**src/rtl/image_pkg.sv**
```systemverilog
// Shared image-stream types and default frame geometry.
// Latency: n/a (types and constants only).
// Backpressure: n/a.
package image_pkg;

  localparam int DEF_IMG_WIDTH  = 640;
  localparam int DEF_IMG_HEIGHT = 480;
  localparam int DEF_PIX_W      = 8;

  typedef logic [DEF_PIX_W-1:0] pixel_t;

  typedef enum logic [1:0] {
    IDLE   = 2'd0,
    STREAM = 2'd1,
    DRAIN  = 2'd2
  } rd_state_t;

endpackage

```
**src/rtl/stream_skid_fifo.sv**
```systemverilog
// 2-entry valid/ready FIFO with fall-through when empty.
// Latency: 0 cycles when empty (input bypasses to output), else head-of-queue.
// Backpressure: in_rdy_o drops only when both entries are occupied.
module stream_skid_fifo #(
  parameter int DW = 10
) (
  input  logic          clk,
  input  logic          rst_n,
  input  logic          in_vld_i,
  input  logic [DW-1:0] in_dat_i,
  output logic          in_rdy_o,
  output logic          out_vld_o,
  output logic [DW-1:0] out_dat_o,
  input  logic          out_rdy_i,
  output logic [1:0]    count_o
);

  logic [DW-1:0] mem_q [2];
  logic          rd_ptr_q, rd_ptr_d;
  logic [1:0]    cnt_q, cnt_d;
  logic          empty, store, unload, wr_ptr;

  // Bypass the input straight to the output when empty; store only what is not consumed.
  always_comb begin
    empty     = (cnt_q == 2'd0);
    in_rdy_o  = (cnt_q != 2'd2);
    out_vld_o = !empty || in_vld_i;
    out_dat_o = '0;
    if (!empty)        out_dat_o = mem_q[rd_ptr_q];
    else if (in_vld_i) out_dat_o = in_dat_i;
    unload    = !empty && out_rdy_i;
    store     = in_vld_i && in_rdy_o && !(empty && out_rdy_i);
    wr_ptr    = rd_ptr_q ^ cnt_q[0];
    rd_ptr_d  = unload ? ~rd_ptr_q : rd_ptr_q;
    cnt_d     = cnt_q + {1'b0, store} - {1'b0, unload};
    count_o   = cnt_q;
  end

  // Storage, read pointer and occupancy.
  always_ff @(posedge clk or negedge rst_n) begin
    if (!rst_n) begin
      mem_q[0] <= '0;
      mem_q[1] <= '0;
      rd_ptr_q <= 1'b0;
      cnt_q    <= 2'd0;
    end else begin
      if (store) mem_q[wr_ptr] <= in_dat_i;
      rd_ptr_q <= rd_ptr_d;
      cnt_q    <= cnt_d;
    end
  end

endmodule

```
**src/rtl/frame_stream_reader.sv**
```systemverilog
// Streams one frame from a 1-cycle-latency memory as a raster-order valid/ready pixel stream.
// Latency: start at edge k -> first read in cycle k+1, first pixel valid in cycle k+2.
// Backpressure: reads issue only while buffered + in-flight < 2, so stalls hold within one cycle.
import image_pkg::*;

module frame_stream_reader #(
  parameter int IMG_WIDTH  = DEF_IMG_WIDTH,
  parameter int IMG_HEIGHT = DEF_IMG_HEIGHT,
  parameter int W          = DEF_PIX_W,
  parameter int ADDR_W     = $clog2(IMG_WIDTH * IMG_HEIGHT)
) (
  input  logic              clk,
  input  logic              rst_n,
  input  logic              start,
  output logic              busy,
  output logic              done,
  output logic              mem_rd_en,
  output logic [ADDR_W-1:0] mem_addr,
  input  logic [W-1:0]      mem_rd_data,
  output logic              y_valid,
  input  logic              y_ready,
  output logic [W-1:0]      y_data,
  output logic              y_sof,
  output logic              y_eol
);

  localparam int COL_W = (IMG_WIDTH > 1) ? $clog2(IMG_WIDTH) : 1;
  localparam int ROW_W = (IMG_HEIGHT > 1) ? $clog2(IMG_HEIGHT) : 1;

  rd_state_t         state_q, state_d;
  logic [ADDR_W-1:0] addr_q, addr_d;
  logic [COL_W-1:0]  col_q, col_d;
  logic [ROW_W-1:0]  row_q, row_d;
  logic              inflight_q, sof_q, eol_q, done_q;
  logic              rd_en, last_col, last_row, final_hs;
  logic              fifo_in_rdy;
  logic [1:0]        fifo_cnt;
  logic [W+1:0]      fifo_out;

  assign last_col = (col_q == COL_W'(IMG_WIDTH - 1));
  assign last_row = (row_q == ROW_W'(IMG_HEIGHT - 1));
  // The last pixel leaves when exactly one entry (buffered or in flight) remains.
  assign final_hs = (state_q == DRAIN) && y_valid && y_ready &&
                    ((fifo_cnt + {1'b0, inflight_q}) == 2'd1);

  // Next state, read issue and raster counters.
  always_comb begin
    state_d = state_q;
    addr_d  = addr_q;
    col_d   = col_q;
    row_d   = row_q;
    rd_en   = 1'b0;
    case (state_q)
      IDLE: begin
        if (start) begin
          state_d = STREAM;
          addr_d  = '0;
          col_d   = '0;
          row_d   = '0;
        end
      end
      STREAM: begin
        rd_en = fifo_in_rdy && ((fifo_cnt == 2'd0) || ((fifo_cnt == 2'd1) && !inflight_q));
        if (rd_en) begin
          if (last_col && last_row) begin
            state_d = DRAIN;
          end else begin
            addr_d = addr_q + ADDR_W'(1);
            if (last_col) begin
              col_d = '0;
              row_d = row_q + ROW_W'(1);
            end else begin
              col_d = col_q + COL_W'(1);
            end
          end
        end
      end
      DRAIN: begin
        if (final_hs) state_d = IDLE;
      end
      default: state_d = IDLE;
    endcase
  end

  // State, counters, in-flight read tags and the done pulse.
  always_ff @(posedge clk or negedge rst_n) begin
    if (!rst_n) begin
      state_q    <= IDLE;
      addr_q     <= '0;
      col_q      <= '0;
      row_q      <= '0;
      inflight_q <= 1'b0;
      sof_q      <= 1'b0;
      eol_q      <= 1'b0;
      done_q     <= 1'b0;
    end else begin
      state_q    <= state_d;
      addr_q     <= addr_d;
      col_q      <= col_d;
      row_q      <= row_d;
      inflight_q <= rd_en;
      sof_q      <= (addr_q == '0);
      eol_q      <= last_col;
      done_q     <= final_hs;
    end
  end

  stream_skid_fifo #(.DW(W + 2)) u_fifo (
    .clk       (clk),
    .rst_n     (rst_n),
    .in_vld_i  (inflight_q),
    .in_dat_i  ({mem_rd_data, sof_q, eol_q}),
    .in_rdy_o  (fifo_in_rdy),
    .out_vld_o (y_valid),
    .out_dat_o (fifo_out),
    .out_rdy_i (y_ready),
    .count_o   (fifo_cnt)
  );

  assign y_data    = fifo_out[W+1:2];
  assign y_sof     = y_valid && fifo_out[1];
  assign y_eol     = y_valid && fifo_out[0];
  assign mem_rd_en = rd_en;
  assign mem_addr  = addr_q;
  assign busy      = (state_q != IDLE);
  assign done      = done_q;

endmodule

```
**config.mk**
```make
export PLATFORM = sky130hd
export DESIGN_NAME = frame_stream_reader
export DESIGN_NICKNAME = d
export VERILOG_FILES = /design/src/rtl/image_pkg.sv /design/src/rtl/stream_skid_fifo.sv /design/src/rtl/frame_stream_reader.sv
export SDC_FILE = /design/constraint.sdc
export NUM_CORES = 1
export LEC_CHECK = 0
export BUFFER_PORTS_ARGS = -buffer_cell sky130_fd_sc_hd__buf_2
export CORE_ASPECT_RATIO = 0.7
export CORE_MARGIN = 4
export CORE_UTILIZATION = 40
export CTS_CLUSTER_DIAMETER = 150
export DETAILED_ROUTE_END_ITERATION = 10
export GPL_ROUTABILITY_DRIVEN = 0
export PLACE_DENSITY = 0.6
export RECOVER_POWER = 25
export SYNTH_ARGS = -nofsm -noshare
export SYNTH_HDL_FRONTEND = slang
export SYNTH_SLANG_ARGS = --single-unit
export TNS_END_PERCENT = 50
```
**constraint.sdc**
```tcl
create_clock -name clk -period 2.1 [get_ports clk]
set_clock_uncertainty 0.15 [all_clocks]
set_input_delay 0.105 -clock clk [delete_from_list [all_inputs] [get_ports clk]]
set_output_delay 0.105 -clock clk [all_outputs]
set_load 0.05 [all_outputs]
```
## Yosys cells after proc, flatten, opt, wreduce, memory -nomap -nowiden

Index checks and enable logic that the tools add are counted.

| operators by class | value |
|---|---|
| reductions and logical operators | 26 |
| muxes and demuxes | 28 |
| equality and inequality tests | 13 |
| $lt $le $gt $ge | 3 |
| $add $sub $neg | 6 |
| bitwise logic cells | 4 |

Operators by type and width:

| operator | number |
|---|---|
| $mux 10 | 10 |
| $mux 19 | 3 |
| $pmux 19 s2 | 1 |
| $mux 9 | 4 |
| $bwmux 20 | 1 |
| $pmux 10 s2 | 1 |
| $add 19x1->19 const B | 1 |
| $logic_not 19->1 | 1 |
| $pmux 9 s2 | 1 |
| $ne 2x2->1 const B | 7 |
| $logic_and 1x1->1 | 13 |
| $add 10x1->10 const B | 1 |
| $demux 10 s1 | 1 |
| $eq 10x10->1 const B | 1 |
| $add 9x1->9 const B | 1 |
| $eq 9x9->1 const B | 1 |
| $mux 2 | 4 |
| $reduce_and 4->1 | 2 |
| $eq 2x1->1 const B | 3 |
| $pmux 2 s3 | 1 |
| $reduce_and 5->1 | 1 |
| $add 2x1->2 | 2 |
| $ge 2x2->1 const B | 2 |
| $logic_not 2->1 | 2 |
| other kinds (10) | 15 |

| storage, ports and cells | value |
|---|---|
| flip-flop bits (word level) | 67 |
| bits of input ports | 12 |
| logic and storage cells | 92 |
| output and inout port bits | 33 |

## Logic depth before layout (Yosys ltp)

Gate-level depths: netlist of the first run.

| logic depth | value |
|---|---|
| depth in word-level cells | 8 |
| mapped depth | 8 |
| mapped depth without buffers | 7 |

## Hierarchy

A second synthesis of the first run with hierarchy kept.

| unflattened totals | value |
|---|---|
| cells, all modules | 368 |
| area, all modules | 3616.0 um^2 |

By module, submodules not included:

| module | cells each | times used | area each (um^2) |
|---|---|---|---|
| frame_stream_reader | 272 | 1 | 2417.3 |
| stream_skid_fifo | 96 | 1 | 1198.6 |

## Least setup slack after synthesis of the first run

OpenSTA, ideal clock, no wires.

| path | value |
|---|---|
| path kind | reg2reg |
| from | register addr_q[0] (netlist: mem_addr[0]) |
| to | register addr_q[16] (netlist: mem_addr[16]) |
| data required time | 1.873 ns |
| stages on the path, launching flop included | 7 |
| arrival time | 2.126 ns |
| clock period less this slack | 2.354 ns |
| setup slack | -0.254 ns |
| cell sequence | dfrtp_1 > ha_1 > inv_1 > nor4_1 > nand3_1 > or3_1 > a21oi_1 |

| on the way | value |
|---|---|
| longest elaborated chain between the ends | 4 |

RTL lines:

| what | line | text |
|---|---|---|
| from (decl) | frame_stream_reader.sv:31 | `logic [ADDR_W-1:0] addr_q, addr_d;` |
| from (signal assigned) | frame_stream_reader.sv:98 | `addr_q <= addr_d;` |
| $add 19x1->19 | frame_stream_reader.sv:68 | `addr_d = addr_q + ADDR_W'(1);` |
| $mux 19 | frame_stream_reader.sv:65 | `if (last_col && last_row) begin` |
| $mux 19 | frame_stream_reader.sv:64 | `if (rd_en) begin` |
| $pmux 19 s2 | frame_stream_reader.sv:53 | `case (state_q)` |

No other way between the ends. The select of a mux whose other input is x is not followed.
A chain may end at the register's enable or synchronous reset.

## Final worst setup path of the first run

| path | value |
|---|---|
| from | register col_q[7] |
| to | register row_q[6] |

| on the way | value |
|---|---|
| longest elaborated chain between the ends | 4 |
| elaborated cells on any way between the ends | 5 |
| those cells by class | eq/ne: 3; reduce/logical: 2 |

RTL lines:

| what | line | text |
|---|---|---|
| from (decl) | frame_stream_reader.sv:32 | `logic [COL_W-1:0] col_q, col_d;` |
| from (signal assigned) | frame_stream_reader.sv:99 | `col_q <= col_d;` |
| $eq 10x10->1 (*) | frame_stream_reader.sv:40 | `assign last_col = (col_q == COL_W'(IMG_WIDTH - 1));` |
| $logic_and 1x1->1 | frame_stream_reader.sv:65 |  |
| $ne 2x2->1 (no source line) | -- |  |
| $reduce_and 5->1 (no source line) (*) | -- |  |
| to (signal assigned) | frame_stream_reader.sv:100 | `row_q <= row_d;` |
| to (decl) | frame_stream_reader.sv:33 | `logic [ROW_W-1:0] row_q, row_d;` |

Every way passes the cells marked *; elsewhere a longest branch is shown, timed or not.

==> results of run 1 <==
area by class of cell:
type / instances / area share, %
Clock buffer: 14 / 5.27
Clock inverter: 2 / 0.727
Inverter: 8 / 0.623
Multi-Input combinational cell: 271 / 38.1
Sequential cell: 67 / 34.9
Tap cell: 120 / 3.11
Timing Repair Buffer: 117 / 17.3
per-layer routing:
metal	track usage, %	vias to the layer above	wire length, um
li1	-	1562	-
met3	5.61	14	429
met1	27.5	1555	4650
met2	28.5	54	4140
met4	6.24	0	140
met5	0	-	0
critical path: stages (launching register included):
cell,delay [ns]
dfrtp_1,0.38
or3b_1,0.38
or4_4,0.49
o21a_4,0.26
nand2b_4,0.15
a221o_1,0.33
state kept, by name (all words and copies together), names as in the netlist:
| name | flops |
|---|---|
| sof_q | 1 |
| mem_addr | 19 |
| inflight_q | 1 |
| u_fifo.rd_ptr_q | 1 |
| eol_q | 1 |
| u_fifo.mem_q | 20 |
| row_q | 9 |
| state_q | 2 |
| u_fifo.count_o | 2 |
| col_q | 10 |
| done | 1 |
worst max-delay path by stage:
stage	startpoint	to	cells past startpoint
final	col_q[7]	row_q[6]	5
after global routing	col_q[7]	mem_addr[16]	7
after CTS	col_q[7]	row_q[6]	5
after detailed placement	col_q[7]	row_q[5]	6
after global placement	col_q[7]	row_q[5]	6
after floorplan	col_q[7]	row_q[6]	6
logic make-up after synthesis:
group,count (synthesis),share of synthesized area (%)
muxes,31,9.58
xor gates and xnor gates,7,1.75
buffers and inverters,23,2.64
AOI/OAI and AO/OA,93,16.2
DFF,67,47.9
and+or+nand+nor,133,19.4
adders and majority gates,7,2.50
power groups by stage:
stage	logic, mW	clock network [mW]	registers, mW
2_1_floorplan	2.11	0	1.92
3_3_place_gp	3.22	0	1.86
3_5_place_dp	3.26	0	1.88
4_1_cts	3.41	1.53	1.87
5_1_grt	3.72	1.58	1.92
6_report	3.44	1.49	1.88
synth_stat cells, drive strengths merged (5+ instances only):
| cell type | count |
|---|---|
| dfrtp | 67 |
| o21ai | 48 |
| nand2 | 28 |
| nand3 | 28 |
| nor2 | 25 |
| mux2 | 20 |
| a21oi | 11 |
| mux2i | 11 |
| nor3 | 11 |
| o31ai | 10 |
| and3 | 9 |
| clkbuf | 9 |
| a31oi | 7 |
| ha | 7 |
| inv | 7 |
| buf | 6 |
| nand4 | 6 |
| nor4 | 6 |
| o21a | 6 |
| nand2b | 5 |
| or3 | 5 |
stage by stage:
stage | worst slack [ns] | hold WS (ns) | TNS [ns] | cell area, um^2
4_1_cts | -0.145 | 0.0842 | -2.67 | 4800
5_1_grt | -0.206 | 0.179 | -6.23 | 4820
2_1_floorplan | -0.186 | -0.341 | -0.840 | 3520
6_report | -0.142 | 0.177 | -2.37 | 4820
3_5_place_dp | -0.302 | -0.0872 | -5.03 | 4300
3_3_place_gp | -0.245 | -0.0924 | -3.20 | 4300
timing repair:
action,CTS,global route
pin swaps,9,1
hold buffers,10,0
endpoints found under the setup margin,40,50
setup buffers,5,0
hold endpoints to repair,84,0
resized for setup,18,8
==> results.toml, run 1 <==
[run_status]
status = "finished, violations left"
violations = "negative setup slack"

[yosys]
netlist_area_um2 = 3500
synth_edf_count = 0
synth-async-reset-ratio_pct = 100
synth_top_flop_cell = "dfrtp_1"
syn_nets = 380
syn-instance-count = 361
synth_cell_types = 44
yosysSeqAreaShare_pct = 47.9
ys_seq_elements = 67
synth_top_area_share_pct = 47.9
synth.area.top_cells = "dfrtp_1 (48%), mux2_2 (6.4%), o21ai_0 (6.4%)"
yosysWarnings = 0
avgSynthCellArea_um2 = 9.70
synth_area_leader_cell = "dfrtp_1"

[clock_network]
root_buffer = "clkbuf_16"
cts_tree = "built"
numClockSinks = 67
cts_max_path_buffers = 2
clock_latency_ns = 0.33
htree_num_levels = 3
clk_pin_slew_ns = 0.05
cts_inserted_buffers = 9

[pwr]
power_switching_mw = 2.90
seqPwrFrac_pct = 27.6
p_int_mw = 3.91
leakage_nw = 2.22
p_per_area_nw_per_um2 = 1410
ir_drop_uv = 541
p_clk_share_pct = 21.8
combPwrFrac_pct = 50.6
finalPower_mw = 6.80
sw_frac_of_total_pct = 42.6

[final_layout]
fin_cells = 599
mostFrequentLayoutCell = "dfrtp_1"
multi_input_area_um2 = 1840
num-nets-final = 493
final_cell_mix = "dfrtp_1 (62), buf_4 (57), buf_2 (42), o21ai_0 (32), nand2_1 (28)"
antenna_cells = 0
seq_area_um2 = 1680
fin_util_pct = 56.9
drive_gt1_share_pct = 34.9
syn_to_final_growth_pct = 37.7
num-fill-cells = 765

[detailed_routing]
drt-initial-drc-count = 246
wl_per_cell_um = 15.6
firstDrtPassIters = 4
detail-route-antenna-nets = 0
vias = 3185
viasPerCell = 5.32
routed_wl_um = 9360
drc = 0

[sta]
tightest_slew_ns = 0.907
min_period_ns = 2.24
rsz0062_at_grt = "yes"
finalCritPeriodShare_pct = 107
worst_slack_ns = -0.142
maxSlewHeadroom_pct = 39.6
setup_viol = 36
finalHoldViolCount = 0
max_freq_mhz = 446
finalMaxSlewViolations = 0

[grt]
grt_max_degree = 28
gr-total-overflow = 0
grt.total_usage_pct = 19.3
grt_pass1_wl_um = 15700
antenna_found_initial = 0
grt_pass1_vias = 3112

[critical_path]
reg2reg_from = "col_q[7]"
r2r_cells = 5
crit_path_end_kind = "register"
worstReg2RegEnd = "row_q[6]"
worstPathMaxFanout = 6
arrival_ns = 2.31
rrSetupSlack_ns = -0.14
critical_path_required_ns = 2.17
critPathKind = "reg -> reg"
cp-start-kind = "register"

[hold_path]
hp-start = "start"
hold_depth = 4
hold_end = "mem_addr[15]"
worstHoldPathType = "in -> reg"

[die]
ios = 45
die_area_um2 = 10300
die_h_um = 86.3
fp-row-count = 28
die_w_um = 120
coreArea_um2 = 8480
initial_utilization_pct = 41.3

[place]
dp.cells = 568
hpwl_um = 6600
portBuffers = 44

[job]
maxCapViolations = 0
No activity file was read; power rests on OpenSTA's default activity.
==> run 2, diff against run 1 <==
--- a/config.mk
+++ b/config.mk
@@ -6,13 +6,15 @@
 export NUM_CORES = 1
 export LEC_CHECK = 0
 export BUFFER_PORTS_ARGS = -buffer_cell sky130_fd_sc_hd__buf_2
+export CELL_PAD_IN_SITES_DETAIL_PLACEMENT = 0
+export CELL_PAD_IN_SITES_GLOBAL_PLACEMENT = 1
 export CORE_ASPECT_RATIO = 0.7
 export CORE_MARGIN = 4
 export CORE_UTILIZATION = 40
 export CTS_CLUSTER_DIAMETER = 150
 export DETAILED_ROUTE_END_ITERATION = 10
 export GPL_ROUTABILITY_DRIVEN = 0
-export PLACE_DENSITY = 0.6
+export PLACE_DENSITY = 0.74
 export RECOVER_POWER = 25
 export SYNTH_ARGS = -nofsm -noshare
 export SYNTH_HDL_FRONTEND = slang
==> results.toml, run 2 (synthesis results as in run 1) <==
[sta]
maxSlewHeadroom_pct = 37.7
finalHoldViolCount = 0
finalCritPeriodShare_pct = 107
min_period_ns = 2.25
worst_slack_ns = -0.149
setup_viol = 30
rsz0062_at_grt = "yes"
finalMaxSlewViolations = 0
max_freq_mhz = 445
tightest_slew_ns = 0.935
whs_ns = 0.188

[pwr]
sw_frac_of_total_pct = 41.5
finalPower_mw = 7.30
combPwrFrac_pct = 52.0
seqPwrFrac_pct = 25.7
ir_drop_uv = 689
power_switching_mw = 3.03
p_per_area_nw_per_um2 = 1440
leakage_nw = 2.32
p_int_mw = 4.27
p_clk_share_pct = 22.3

[place]
hpwl_um = 6540
place_area_um2 = 4300
dp.cells = 570
pre_cts_slack_ns = -0.289
portBuffers = 44

[grt]
grt.total_usage_pct = 19.6
gr-total-overflow = 0
antenna_found_initial = 0
grt_max_degree = 68
grt_pass1_wl_um = 16100
grt_pass1_vias = 3256

[critical_path]
arrival_ns = 2.31
cp-start-kind = "register"
crit_path_end_kind = "register"
cp.depth = 5
max_stage_delay_ns = 0.48
crit_path_cell_trace = "or3b_4 -> or4_4 -> o21a_4 -> nand2b_4 -> a221o_1"
worst-path-buf-inv = 0
critical_path_required_ns = 2.16
worstPathMaxFanout = 5
critPathKind = "reg -> reg"
cp_top_family = "simple AND/OR/NAND/NOR gates"
r2r_cells = 5
critPathSlowestCell = "or4_4"

[clock_network]
clk_pin_slew_ns = 0.06
clock_latency_ns = 0.34
cts_inserted_buffers = 9
cts_tree = "built"
cts_max_path_buffers = 2
root_buffer = "clkbuf_16"
numClockSinks = 67
htree_num_levels = 3

[detailed_routing]
wl_per_cell_um = 16.3
firstDrtPassIters = 5
viasPerCell = 5.46
detail-route-antenna-nets = 0
routed_wl_um = 9910
drt-initial-drc-count = 251
drc = 0
vias = 3321

[final_layout]
final_cell_mix = "dfrtp_1 (62), buf_4 (60), buf_2 (41), nand3_1 (27), nand2_1 (26)"
design_area_um2 = 5070
antenna_cells = 0
num-nets-final = 502
mostFrequentLayoutCell = "dfrtp_1"
syn_to_final_growth_pct = 44.9
num-fill-cells = 731
drive_gt1_share_pct = 41.0
regMostFlops = "u_fifo.mem_q"
largest_reg_flops = 20
fin_cells = 608

[run_status]
violations = "negative setup slack"
status = "finished, violations left"

[job]
maxCapViolations = 0

[die]
initial_utilization_pct = 41.3
die_area_um2 = 10300
die_w_um = 120
coreArea_um2 = 8480
die_h_um = 86.3
ios = 45
fp-row-count = 28

[hold_path]
hold_depth = 4
worstHoldPathType = "in -> reg"
run 2: cell count changes in the layout (fill, tap and decap cells not counted), moves of 3 or more:
cell / before / now
clkbuf_1: 5 / 2
o21ai_1: 14 / 25
buf_4: 57 / 60
clkbuf_4: 0 / 3
a21oi_1: 11 / 8
nor3_2: 1 / 4
o21ai_2: 1 / 7
o21ai_0: 32 / 14
a21oi_2: 0 / 3
nor3_1: 10 / 7
run 2: metal layers:
| metal | part of all wire (%) | vias up | GRT usage (%) | wire length [um] |
|---|---|---|---|---|
| met1 | 47 | 1633 | 26.8 | 4620 |
| met2 | 47 | 96 | 31.7 | 4630 |
| met5 | 0 | - | 0 | 0 |
| met3 | 5.5 | 11 | 4.83 | 546 |
| li1 | - | 1581 | - | - |
| met4 | 1.1 | 0 | 4.99 | 110 |
run 2: through the flow:
step                utilization [%]  TNS [ns]
finish                         59.8     -2.10
global route                   59.8     -4.00
CTS                            56.6     -2.55
detailed placement             50.7     -6.80
global placement               50.7     -4.34
floorplan                         -    -0.840
run 2: repair_timing:
item | in CTS | in global routing
setup endpoints to repair | 40 | 48
hold endpoints to repair | 84 | 0
pin swaps | 6 | 25
hold buffers | 10 | 0
gates cloned | 1 | 3
buffers inserted | 2 | 6
gates resized for setup | 15 | 59
run 2: tightest hold or removal path, delay by kind of cell:
family | cells | cell delay (ns)
buffers and inverters | 2 | 0.27
AOI/OAI and AO/OA | 1 | 0.10
and+or+nand+nor | 1 | 0.16
run 2: final timing paths:
path	from	end	slack [ns]
setup reg to reg	col_q[7]	row_q[6]	-0.15
hold / removal	start	mem_addr[18]	0.19
min in group asynchronous	rst_n	mem_addr[18]	0.39
max in group asynchronous	rst_n	mem_addr[0]	0.75
hold reg to reg	row_q[8]	row_q[8]	0.34
setup / recovery	col_q[7]	row_q[6]	-0.15
run 2: power groups by stage:
stage	Sequential (mW)	Clock, mW	Combinational [mW]
3_5_place_dp	1.89	0	3.25
2_1_floorplan	1.92	0	2.11
5_1_grt	1.93	1.73	4.07
3_3_place_gp	1.87	0	3.20
6_report	1.88	1.63	3.80
4_1_cts	1.87	1.67	3.32
run 2: final cells by class:
cell class / count / area (um^2) / area share [%]
tap: 120 / 150 / 2.96
clock buffer: 12 / 246 / 4.86
sequential: 67 / 1680 / 33.2
multi-input combinational: 272 / 1930 / 38.1
timing repair buffer: 125 / 955 / 18.8
clock inverter: 4 / 73.8 / 1.45
inverter: 8 / 32.5 / 0.641
==> run 3, diff against run 2 <==
--- a/config.mk
+++ b/config.mk
@@ -5,7 +5,7 @@
 export SDC_FILE = /design/constraint.sdc
 export NUM_CORES = 1
 export LEC_CHECK = 0
-export BUFFER_PORTS_ARGS = -buffer_cell sky130_fd_sc_hd__buf_2
+export BUFFER_PORTS_ARGS = -buffer_cell sky130_fd_sc_hd__clkbuf_2
 export CELL_PAD_IN_SITES_DETAIL_PLACEMENT = 0
 export CELL_PAD_IN_SITES_GLOBAL_PLACEMENT = 1
 export CORE_ASPECT_RATIO = 0.7
==> results.toml, run 3 (synthesis results as in run 1) <==
[final_layout]
largest_reg_flops = 20
drive_gt1_share_pct = 38.1
mostFrequentLayoutCell = "dfrtp_1"
final_cell_mix = "dfrtp_1 (62), buf_4 (56), clkbuf_2 (32), o21ai_0 (31)"
antenna_cells = 0
num-nets-final = 492
syn_to_final_growth_pct = 46.4
fin_util_pct = 60.4
regMostFlops = "u_fifo.mem_q"

[place]
portBuffers = 44
pre_cts_slack_ns = -0.290
hpwl_um = 6630

[sta]
finalCritPeriodShare_pct = 106
finalHoldViolCount = 0
finalMaxSlewViolations = 0
setup_viol = 25
max_freq_mhz = 450
whs_ns = 0.161
min_period_ns = 2.22
final.setup.tns_ns = -1.04
tightest_slew_ns = 0.922
maxSlewHeadroom_pct = 38.5
rsz0062_at_grt = "yes"
worst_slack_ns = -0.121

[die]
coreArea_um2 = 8480
die_area_um2 = 10300
initial_utilization_pct = 41.3
fp-row-count = 28
ios = 45
die_w_um = 120
die_h_um = 86.3

[detailed_routing]
viasPerCell = 5.34
drc = 0
drt-initial-drc-count = 214
routed_wl_um = 9470
detail-route-antenna-nets = 0
firstDrtPassIters = 5
wl_per_cell_um = 15.8
vias = 3193

[hold_path]
worstHoldPathType = "in -> reg"
hp-start = "start"

[critical_path]
cp-start-kind = "register"
critical_path_required_ns = 2.17
reg2reg_from = "col_q[8]"
critPathKind = "reg -> reg"
crit_path_cell_trace = "or3b_1 -> or4_4 -> o21a_4 -> nand2b_4 -> a221o_1"
max_stage_delay_ns = 0.51
crit_path_end_kind = "register"
arrival_ns = 2.29
worstPathMaxFanout = 7
startpoint = "col_q[8]"
critPathSlowestCell = "or4_4"

[grt]
grt_pass1_vias = 3299
grt.total_usage_pct = 20.1
grt_max_degree = 68
antenna_found_initial = 0
grt_pass1_wl_um = 16300
gr-total-overflow = 0
use_met2_pct = 31.1
use_met1_pct = 27.9
grt_util_met3_pct = 4.63
grt.busiest_layer = "met2"

[run_status]
status = "finished, violations left"
violations = "negative setup slack"

[pwr]
leakage_nw = 2.30
p_per_area_nw_per_um2 = 1500
finalPower_mw = 7.67
ir_drop_uv = 664

[job]
maxCapViolations = 0

[clock_network]
clock_latency_ns = 0.33
htree_num_levels = 3
numClockSinks = 67
cts_max_path_buffers = 2
root_buffer = "clkbuf_16"
clk_pin_slew_ns = 0.06
cts_inserted_buffers = 9
cts_tree = "built"
## run 3: repair_timing
action / 4_1_cts / 5_1_grt
hold endpoints to repair: 85 / 0
pin swaps: 18 / 3
gates resized for setup: 35 / 16
setup buffers: 2 / 1
endpoints found under the setup margin: 40 / 48
hold buffers: 10 / 0
gates cloned: 0 / 0
## run 3: per-stage QoR
step / cell area [um^2] / instances
after detailed placement: 4410 / 569
final: 5120 / 598
after global placement: 4410 / 569
after CTS: 5070 / 597
after floorplan: 3520 / 361
after global routing: 5120 / 598
## run 3: layer usage
layer  share of wire (%)  vias to the layer above
li1                    -                     1564
met1                  47                     1540
met2                  46                       75
met3                 4.8                       14
met4                 1.5                        0
met5                   0                        -
## run 3: critical path: cells and delay by family (launching register included)
kind,cells,cell delay (ns)
DFF,1,0.38
and+or+nand+nor,3,1.04
AOI/OAI and AO/OA,2,0.54
## run 3: worst paths after layout
path                       cells past startpoint      endpoint  slack [ns]
setup / recovery                               5      row_q[6]       -0.12
hold / removal                                 4  mem_addr[17]        0.16
setup reg to reg                               5      row_q[6]       -0.12
hold reg to reg                                1      col_q[6]        0.35
max in group asynchronous                      3   mem_addr[0]        0.76
min in group asynchronous                      3  mem_addr[18]        0.41
## run 3: power by group
part           switching [mW]  internal [mW]
Sequential              0.250           1.64
Combinational            2.23           1.68
Clock                   0.566           1.31
## run 3: cell type report
class,instances,area [um^2]
Multi-Input combinational cell,271,1940
Clock buffer,10,239
Fill cell,715,3350
Tap cell,120,150
Timing Repair Buffer,116,942
Sequential cell,67,1680
Clock inverter,6,136
Inverter,8,31.3
